==> src/rtl/dcache_req_pipe.sv <==
// dcache_req_pipe: a two-stage, branch-killable request pipe. It takes requests
// from the LSU request queue and carries them through s1 (tag) and s2 (data/hit)
// toward the dcache.
//
// The package defines the request, micro-op and branch-update types, plus the
// encoding of the replay FSM.
//
// Ports:
//   clock, reset                  single clock; synchronous active-high reset
//   i_req_valid/i_req/o_req_ready upstream request handshake
//   i_brupdate                    branch resolve / mispredict masks
//   i_flush                       pipeline flush; kills entries that use the LDQ
//   i_s2_nack                     dcache rejects the request now in s2
//   o_s1_valid/o_s1_req           live s1 request, sent to the tag array
//   o_resp_valid/o_resp           completed s2 request
//   o_drop_valid/o_drop           nacked s2 request dropped because replay is busy
//   o_replay_busy                 replay buffer is occupied
//   o_dbg_state                   replay FSM state (debug observation)
//
// Handshake: a request moves from upstream on a cycle where both i_req_valid and
// o_req_ready are high. The pipe never stalls. The response, drop and s1 outputs
// are single-cycle valid pulses and have no ready signal.

package dcache_req_pipe_pkg;
  localparam int BR_W = 8;

  typedef struct packed {
    logic [BR_W-1:0] br_mask;
    logic            uses_ldq;
    logic            uses_stq;
    logic [5:0]      rob_idx;
  } MicroOpST;

  typedef struct packed {
    MicroOpST    uop;
    logic [39:0] addr;
    logic [63:0] data;
    logic        is_hella;
  } BoomDCacheReqInternalST;

  typedef struct packed {
    logic [BR_W-1:0] resolve_mask;
    logic [BR_W-1:0] mispredict_mask;
  } BrUpdateB1ST;

  typedef struct packed {
    BrUpdateB1ST b1;
  } BrUpdateInfoST;

  typedef enum logic [1:0] {
    RP_IDLE  = 2'd0,
    RP_WAIT  = 2'd1,
    RP_RETRY = 2'd2
  } replay_state_e;
endpackage

module dcache_req_pipe
  import dcache_req_pipe_pkg::*;
#(
  parameter int unsigned REPLAY_DELAY = 4,
  parameter type         T            = BoomDCacheReqInternalST
) (
  input  logic          clock,
  input  logic          reset,
  input  logic          i_req_valid,
  input  T              i_req,
  output logic          o_req_ready,
  input  BrUpdateInfoST i_brupdate,
  input  logic          i_flush,
  input  logic          i_s2_nack,
  output logic          o_s1_valid,
  output T              o_s1_req,
  output logic          o_resp_valid,
  output T              o_resp,
  output logic          o_drop_valid,
  output T              o_drop,
  output logic          o_replay_busy,
  output replay_state_e o_dbg_state
);

  localparam int CW = (REPLAY_DELAY > 1) ? $clog2(REPLAY_DELAY) : 1;

  // Kill test applied to a request held in any stage.
  function automatic logic kill_f(input T r, input BrUpdateInfoST bu, input logic fl);
    return ((r.uop.br_mask & bu.b1.mispredict_mask) != '0) | (fl & r.uop.uses_ldq);
  endfunction

  // Clears the resolved branch bits. Applied on entry to a stage and on every
  // cycle the request stays there.
  function automatic T upd_f(input T r, input BrUpdateInfoST bu);
    T o;
    o = r;
    o.uop.br_mask = r.uop.br_mask & ~bu.b1.resolve_mask;
    return o;
  endfunction

  logic          s1_valid_q, s1_valid_d;
  logic          s2_valid_q, s2_valid_d;
  T              s1_q, s1_d;
  T              s2_q, s2_d;
  T              rp_q, rp_d;
  replay_state_e state_q, state_d;
  logic [CW-1:0] cnt_q, cnt_d;

  logic rp_valid, accept, in_kill, s1_kill, s2_kill, rp_kill;
  logic s1_live, s2_live, nack_live, capture;

  // The replay buffer is full whenever the FSM is not IDLE.
  assign rp_valid  = (state_q != RP_IDLE);
  assign in_kill   = kill_f(i_req, i_brupdate, i_flush);
  assign s1_kill   = kill_f(s1_q, i_brupdate, i_flush);
  assign s2_kill   = kill_f(s2_q, i_brupdate, i_flush);
  assign rp_kill   = kill_f(rp_q, i_brupdate, i_flush);

  assign o_req_ready = !rp_valid;
  assign accept      = i_req_valid & o_req_ready;
  assign s1_live     = s1_valid_q & !s1_kill;
  assign s2_live     = s2_valid_q & !s2_kill;
  // A kill takes priority over a nack, so a killed request is never captured or dropped.
  assign nack_live   = s2_live & i_s2_nack;
  assign capture     = nack_live & !rp_valid;

  assign o_s1_valid    = s1_live;
  assign o_s1_req      = upd_f(s1_q, i_brupdate);
  assign o_resp_valid  = s2_live & !i_s2_nack;
  assign o_resp        = upd_f(s2_q, i_brupdate);
  assign o_drop_valid  = nack_live & rp_valid;
  assign o_drop        = upd_f(s2_q, i_brupdate);
  assign o_replay_busy = rp_valid;
  assign o_dbg_state   = state_q;

  always_comb begin
    state_d    = state_q;
    cnt_d      = cnt_q;
    rp_d       = upd_f(rp_q, i_brupdate);
    s1_valid_d = accept & !in_kill;
    s1_d       = upd_f(i_req, i_brupdate);
    s2_valid_d = s1_live;
    s2_d       = upd_f(s1_q, i_brupdate);
    case (state_q)
      RP_IDLE: begin
        if (capture) begin
          state_d = RP_WAIT;
          cnt_d   = '0;
          rp_d    = upd_f(s2_q, i_brupdate);
        end
      end
      RP_WAIT: begin
        if (rp_kill) begin
          state_d = RP_IDLE;
          cnt_d   = '0;
        end else if (cnt_q == CW'(REPLAY_DELAY - 1)) begin
          state_d = RP_RETRY;
          cnt_d   = '0;
        end else begin
          cnt_d = cnt_q + CW'(1);
        end
      end
      RP_RETRY: begin
        // Upstream is blocked in this state, so s1 is free for the replayed request.
        state_d = RP_IDLE;
        cnt_d   = '0;
        if (!rp_kill) begin
          s1_valid_d = 1'b1;
          s1_d       = upd_f(rp_q, i_brupdate);
        end
      end
      default: begin
        state_d = RP_IDLE;
        cnt_d   = '0;
      end
    endcase
  end

  always_ff @(posedge clock) begin
    if (reset) begin
      s1_valid_q <= 1'b0;
      s2_valid_q <= 1'b0;
      state_q    <= RP_IDLE;
      cnt_q      <= '0;
    end else begin
      s1_valid_q <= s1_valid_d;
      s2_valid_q <= s2_valid_d;
      state_q    <= state_d;
      cnt_q      <= cnt_d;
    end
  end

  // Payload registers are qualified by their valid bits and do not need a reset.
  always_ff @(posedge clock) begin
    s1_q <= s1_d;
    s2_q <= s2_d;
    rp_q <= rp_d;
  end

endmodule
==> config.mk <==
export PLATFORM = sky130hd
export DESIGN_NAME = dcache_req_pipe
export DESIGN_NICKNAME = d
export VERILOG_FILES = /design/src/rtl/dcache_req_pipe.sv
export SDC_FILE = /design/constraint.sdc
export NUM_CORES = 1
export LEC_CHECK = 0
export ABC_AREA = 0
export CAP_MARGIN = 20
export CELL_PAD_IN_SITES_DETAIL_PLACEMENT = 1
export CELL_PAD_IN_SITES_GLOBAL_PLACEMENT = 1
export CORE_MARGIN = 3
export CORE_UTILIZATION = 31
export CTS_CLUSTER_SIZE = 10
export DETAILED_ROUTE_END_ITERATION = 16
export PLACE_DENSITY = 0.8
export SLEW_MARGIN = 20
export SYNTH_ARGS = -nofsm -noshare
export SYNTH_HDL_FRONTEND = slang
export SYNTH_SLANG_ARGS = --single-unit
export TNS_END_PERCENT = 50
==> constraint.sdc <==
create_clock -name clock -period 3.8 [get_ports clock]
set_input_delay 0.38 -clock clock [delete_from_list [all_inputs] [get_ports clock]]
set_output_delay 0.38 -clock clock [all_outputs]
set_load 0.02 [all_outputs]
==> results of run 1 <==
layout make-up:
cell class | count | area (um^2) | area share [%]
antenna | 1 | 2.502 | 0.01417
clock buffer | 73 | 1209 | 6.842
clock inverter | 2 | 38.79 | 0.2196
inverter | 10 | 41.29 | 0.2337
multi-input combinational | 208 | 1978 | 11.20
sequential | 369 | 8518 | 48.22
tap | 539 | 674.4 | 3.818
timing repair buffer | 516 | 5202 | 29.45
cell usage after synthesis (2+ instances only):
master	n	area [um^2]
inv_1	10	37.54
buf_4	349	2620
and3_1	2	12.51
a222oi_1	2	20.02
buf_6	8	90.09
mux2_2	32	360.4
a22o_1	2	17.52
dfxtp_1	256	5125
mux2_1	80	900.9
edfxtp_1	113	3393
nor2_1	3	11.26
a22oi_1	8	60.06
mux2i_1	16	160.2
nor2b_1	8	50.05
a221oi_1	3	26.28
a32o_1	2	20.02
nand3_1	2	10.01
nand2b_1	25	156.4
buf_2	3	15.01
nand2_1	7	26.28
critical path, stage by stage:
cell and delay (ns):
clkdlybuf4s50_1 0.49, a22o_1 0.24, a221oi_1 0.40, nand3_1 0.24, nor2_1 0.19, clkdlybuf4s50_1 0.66
worst min-delay path by stage:
stage | from | endpoint | slack [ns] | depth (start not counted)
floorplan | o_s1_req[0]$_DFF_P_ | o_drop[0]$_DFF_P_ | 0.33 | 0
global placement | o_s1_req[46]$_DFF_P_ | o_drop[46]$_DFF_P_ | 0.33 | 0
detailed placement | o_s1_req[69]$_DFF_P_ | o_drop[69]$_DFF_P_ | 0.34 | 0
CTS | o_s1_req[26]$_DFF_P_ | o_drop[26]$_DFF_P_ | 0.34 | 0
global route | o_s1_req[69]$_DFF_P_ | o_drop[69]$_DFF_P_ | 0.35 | 0
finish | o_s1_req[20]$_DFF_P_ | o_drop[20]$_DFF_P_ | 0.35 | 0
power by group through the flow:
stage | clock network, uW | registers, uW | logic, uW
after detailed placement | 0 | 4380 | 896
after global placement | 0 | 4370 | 883
after global routing | 4020 | 4320 | 934
final | 3720 | 4300 | 894
after floorplan | 0 | 4340 | 595
after CTS | 3860 | 4310 | 903
through the flow:
step / power, uW / cells / setup WS [ns] / area, um^2 / hold WS [ns]
final: 8919 / 1718 / 0.8076 / 17660 / 0.3483
after global routing: 9268 / 1718 / 0.5883 / 17660 / 0.3519
after CTS: 9072 / 1717 / 0.7689 / 17660 / 0.3446
after detailed placement: 5280 / 1642 / 0.8376 / 16410 / 0.3378
after global placement: 5257 / 1642 / 0.8739 / 16410 / 0.3331
after floorplan: 4930 / 948 / 0.1136 / 13260 / 0.3319
kinds of logic after synthesis:
logic type	share of synthesized area, %
AO/OA/AOI/OAI	1.303
AND/OR/NAND/NOR	2.624
adder cells (fa/ha/maj)	0.09439
multiplexers	10.84
flip-flops	64.27
buffers and inverters	20.87
per-layer routing:
| layer | GRT usage, % | up-vias | share of wire [%] |
|---|---|---|---|
| li1 | - | 3247 | - |
| met1 | 15.42 | 3496 | 37 |
| met2 | 25.54 | 353 | 52 |
| met3 | 5.040 | 56 | 8.7 |
| met4 | 5.001 | 0 | 2.5 |
| met5 | 0 | - | 0 |
state kept, by name (all words and copies together), names as in the netlist:
| signal | flops |
|---|---|
| s2_q | 8 |
| o_dbg_state | 2 |
| s1_q | 8 |
| rp_q | 121 |
| s2_valid_q | 1 |
| o_s1_req | 113 |
| s1_valid_q | 1 |
| o_drop | 113 |
| cnt_q | 2 |
==> results.toml, run 1 <==
[flow_run]
max_cap_viol_count = 0

[sta]
slew_headroom_pct = 58.78
fin_skew_ns = 0.02010
rsz0062_at_grt = "false"
fin_crit_sh_pct = 78.75
fmax_ghz = 0.3342
timing_max_transition_violations_final = 0
finalCriticalPeriod_ns = 2.992
max_slew.worst_pin.slew_ns = 0.6184
finalSetupViolCount = 0
hold_viol = 0
tns_ns = 0

[route]
viasPerCell = 4.163
wl_per_cell_um = 19.58
drcViolationCount = 0
vias = 7152
dr.pass1.iters = 5
drtIter0Drc = 239
wl_mm = 33.64
antenna_left = 0

[synth]
synth_cell_types = 37
syn_inst = 948
yosys_warnings = 0
ys_ff_latch = 369
synth-edff-count = 113
synth-seq-area-share_pct = 64.27
synth_ff_type = "dfxtp_1"
syn-mean-instance-area_um2 = 13.98
async_reset_ff_share_pct = 0
syn_area_um2 = 13250
synth_fp_nets = 1091

[pwr]
power_frac_comb_pct = 10.0
cellLeakagePower_uw = 0.006627
powerDensity_nw_per_um2 = 504.9
p_int_uw = 6899
swShare_pct = 22.65
vdd_ir_drop_max_mv = 0.3352
seqPwrFrac_pct = 48.2
p_switching_uw = 2020
pwr-share-clk_pct = 41.7

[grt]
grt_pass1_vias = 7907
grtUsageTotal_pct = 14.18
gr-total-overflow = 0
grt_max_degree = 62
grt_pass1_wl_mm = 49.20
antenna_found_initial = 1

[worst_setup_path]
crit_required_ns = 3.42
rr_endpoint = "o_s1_req[112]$_DFF_P_"
reg2regPathDepth = 4
r2r_setup_slack_ns = 1.52
endpoint_kind = "output port"
critPathLaunchType = "input pin"
path_class = "in2out"
r2r_start = "rp_q[112]$_DFFE_PP_"
crit_end = "o_drop_valid"
arrival_ns = 2.61
cp_max_fo = 4
cp-startpoint = "i_brupdate[7]"

[cts]
cts.reportedPaths.clkPinSlew_ns = 0.06
cts.path.max_buffers = 3
cts_made_buffers = 43
cts.sinks = 369
cts-root-buf = "clkbuf_16"
post-cts-setup-buffers = 0
ctsResizeCount = 0
cts-hold-fix-buffers = 0
cts.htree.levels = 2
clk_latency_ns = 0.54
cts_tree = "yes"

[cells_and_area]
final_util_pct = 41.92
drive_gt1_share_pct = 7.470
final_nets = 1291
area_growth_pct = 33.28
nFillCells = 4262
layout_common_cells = "clkdlybuf4s50_1 (511), dfxtp_1 (256), edfxtp_1 (113), mux2_1 (80), clkbuf_16 (43)"
layout_commonest_cell = "clkdlybuf4s50_1"

[floorplan]
rows = 75
io_pins = 512
core_um2 = 42130
die_h_um = 212.8
die-width_um = 212.8
dieArea_um2 = 45270
start_util_pct = 31.46

[placement]
place_congestion = 0.7646
hpwl_mm = 24.42
port_buffers = 511

[status]
status = "finished clean"

[hold_path]
hp-class = "reg2reg"
No activity file was read; power rests on OpenSTA's default activity.
==> run 2, diff against run 1 <==
--- a/config.mk
+++ b/config.mk
@@ -10,10 +10,10 @@
 export CELL_PAD_IN_SITES_DETAIL_PLACEMENT = 1
 export CELL_PAD_IN_SITES_GLOBAL_PLACEMENT = 1
 export CORE_MARGIN = 3
-export CORE_UTILIZATION = 31
+export CORE_UTILIZATION = 34
 export CTS_CLUSTER_SIZE = 10
 export DETAILED_ROUTE_END_ITERATION = 16
-export PLACE_DENSITY = 0.8
+export PLACE_DENSITY = 0.83
 export SLEW_MARGIN = 20
 export SYNTH_ARGS = -nofsm -noshare
 export SYNTH_HDL_FRONTEND = slang
==> constraint.sdc (replaced) <==
create_clock -name clock -period 2.8 [get_ports clock]
set_input_delay 0.28 -clock clock [delete_from_list [all_inputs] [get_ports clock]]
set_output_delay 0.28 -clock clock [all_outputs]
set_load 0.02 [all_outputs]
==> results.toml, run 2 (synthesized netlist as in run 1, its figures left out) <==
[worst_setup_path]
path_class = "in2out"
critPathLaunchType = "input pin"
arrival_ns = 2.35
cp_top_family = "buffers and inverters"
crit_buf_inv = 3
crit_required_ns = 2.52
endpoint_kind = "output port"
max_stage_delay_ns = 0.62
crit_path_top_delay_cell = "clkdlybuf4s50_1"
path_cells = "clkdlybuf4s50_1 > buf_4 > a22oi_1 > nand3_1 > a221oi_1 > and3_1 > clkdlybuf4s50_1"
cp_max_fo = 3
crit_top_cell = "clkdlybuf4s50_1"

[sta]
max_slew.worst_pin.slew_ns = 0.4929
fmax_ghz = 0.3800
fin_skew_ns = 0.01068
timing_max_transition_violations_final = 0
finalCriticalPeriod_ns = 2.632
finalSetupViolCount = 0
tns_ns = 0
rsz0062_at_grt = "false"
worst_hold_slack_ns = 0.3333
slew_headroom_pct = 66.83
hold_viol = 0
fin_crit_sh_pct = 93.99

[pwr]
vdd_ir_drop_max_mv = 0.4013
swShare_pct = 22.94
seqPwrFrac_pct = 48.5
powerDensity_nw_per_um2 = 678.4
p_int_uw = 9273
pwr-share-clk_pct = 41.2
cellLeakagePower_uw = 0.006695
p_switching_uw = 2760
power_frac_comb_pct = 10.2

[grt]
grtUsageTotal_pct = 16.73
gr-total-overflow = 0
grt_pass1_wl_mm = 52.85
grt_pass1_vias = 8230
grt_max_degree = 52
antenna_found_initial = 2

[route]
viasPerCell = 4.247
wl_mm = 35.99
drtIter0Drc = 207
drcViolationCount = 0
dr.pass1.iters = 5
wl_per_cell_um = 21.15
antenna_left = 0
vias = 7228

[floorplan]
rows = 71
io_pins = 512
die-width_um = 203.4
core_um2 = 38020
start_util_pct = 34.86
dieArea_um2 = 41390
die_h_um = 203.4

[cts]
cts.htree.levels = 2
cts.sinks = 369
cts_tree = "yes"
cts_made_buffers = 43
clk_latency_ns = 0.53
cts.reportedPaths.clkPinSlew_ns = 0.05
cts-root-buf = "clkbuf_16"
post-cts-setup-buffers = 0
cts.path.max_buffers = 3

[cells_and_area]
area_growth_pct = 33.82
layout_commonest_cell = "clkdlybuf4s50_1"
largest_register_ffs = 121
final_nets = 1304
layout_common_cells = "clkdlybuf4s50_1 (510), dfxtp_1 (254), edfxtp_1 (113), mux2_1 (80), clkbuf_16 (44)"
drive_gt1_share_pct = 8.824
finalInstanceArea_um2 = 17740
regMostFlops = "rp_q"

[placement]
place_congestion = 0.8489
hpwl_mm = 26.67
placed_area_um2 = 16500
port_buffers = 511

[flow_run]
max_cap_viol_count = 0

[hold_path]
hp-class = "in2reg"

[status]
status = "finished clean"
[run 2: changes by cell type in the layout (fill, tap and decap cells not counted), moves of 2 or more]
| cell | delta |
|---|---|
| buf_4 | +12 |
| clkbuf_8 | -2 |
| a221oi_2 | +2 |
| a221oi_1 | -2 |
| dfxtp_4 | +2 |
| dfxtp_1 | -2 |
[run 2: repair_timing]
item | in CTS | in global routing
setup endpoints to repair | 1 | 1
gates resized for setup | 1 | 2
hold buffers | 0 | 0
[run 2: power groups by stage]
stage / registers (uW) / clock network, uW / logic, uW
5_1_grt: 5860 / 5340 / 1280
3_5_place_dp: 5950 / 0 / 1230
2_1_floorplan: 5880 / 0 / 807
6_report: 5840 / 4960 / 1230
3_3_place_gp: 5940 / 0 / 1200
4_1_cts: 5850 / 5110 / 1240
[run 2: metrics by stage]
step	util, %	instances	total power (uW)	setup WS [ns]
2_1_floorplan	-	948	6689	-0.1493
3_5_place_dp	43.40	1627	7182	0.1014
4_1_cts	46.61	1701	12190	0.04086
6_report	46.65	1702	12030	0.1684
3_3_place_gp	43.40	1627	7140	0.1572
5_1_grt	46.65	1702	12480	0.06456
[run 2: worst paths after layout]
check	start	end	slack [ns]	cells past startpoint
worst min register to register	o_s1_req[40]$_DFF_P_	o_drop[40]$_DFF_P_	0.35	0
worst max register to register	rp_q[112]$_DFFE_PP_	o_s1_req[103]$_DFF_P_	0.56	6
worst min-delay path	i_req[66]	o_s1_req[66]$_DFF_P_	0.33	2
worst max-delay path	i_brupdate[2]	o_s1_valid	0.17	7
[run 2: per-layer routing]
metal	vias up	GRT usage, %	part of all wire, %	wire length, um
met4	2	6.268	2.6	928
met3	65	5.235	7.8	2797
li1	3263	-	-	-
met5	-	0	0.036	13
met1	3510	18.22	37	13450
met2	388	30.44	52	18800
[run 2: area by class of cell]
cell class / instances / area [um^2]
tap: 511 / 639.4
multi-input combinational: 208 / 1993
sequential: 369 / 8526
fill: 3834 / 20290
antenna: 1 / 2.502
clock buffer: 72 / 1206
inverter: 10 / 43.79
clock inverter: 2 / 13.76
timing repair buffer: 529 / 5311
==> run 3, diff against run 2 <==
--- a/config.mk
+++ b/config.mk
@@ -13,8 +13,8 @@
 export CORE_UTILIZATION = 34
 export CTS_CLUSTER_SIZE = 10
 export DETAILED_ROUTE_END_ITERATION = 16
+export HOLD_SLACK_MARGIN = 0.08
 export PLACE_DENSITY = 0.83
-export SLEW_MARGIN = 20
 export SYNTH_ARGS = -nofsm -noshare
 export SYNTH_HDL_FRONTEND = slang
 export SYNTH_SLANG_ARGS = --single-unit
==> results of run 3 <==
The final DEF is identical to that of run 2; final timing and power are the same.
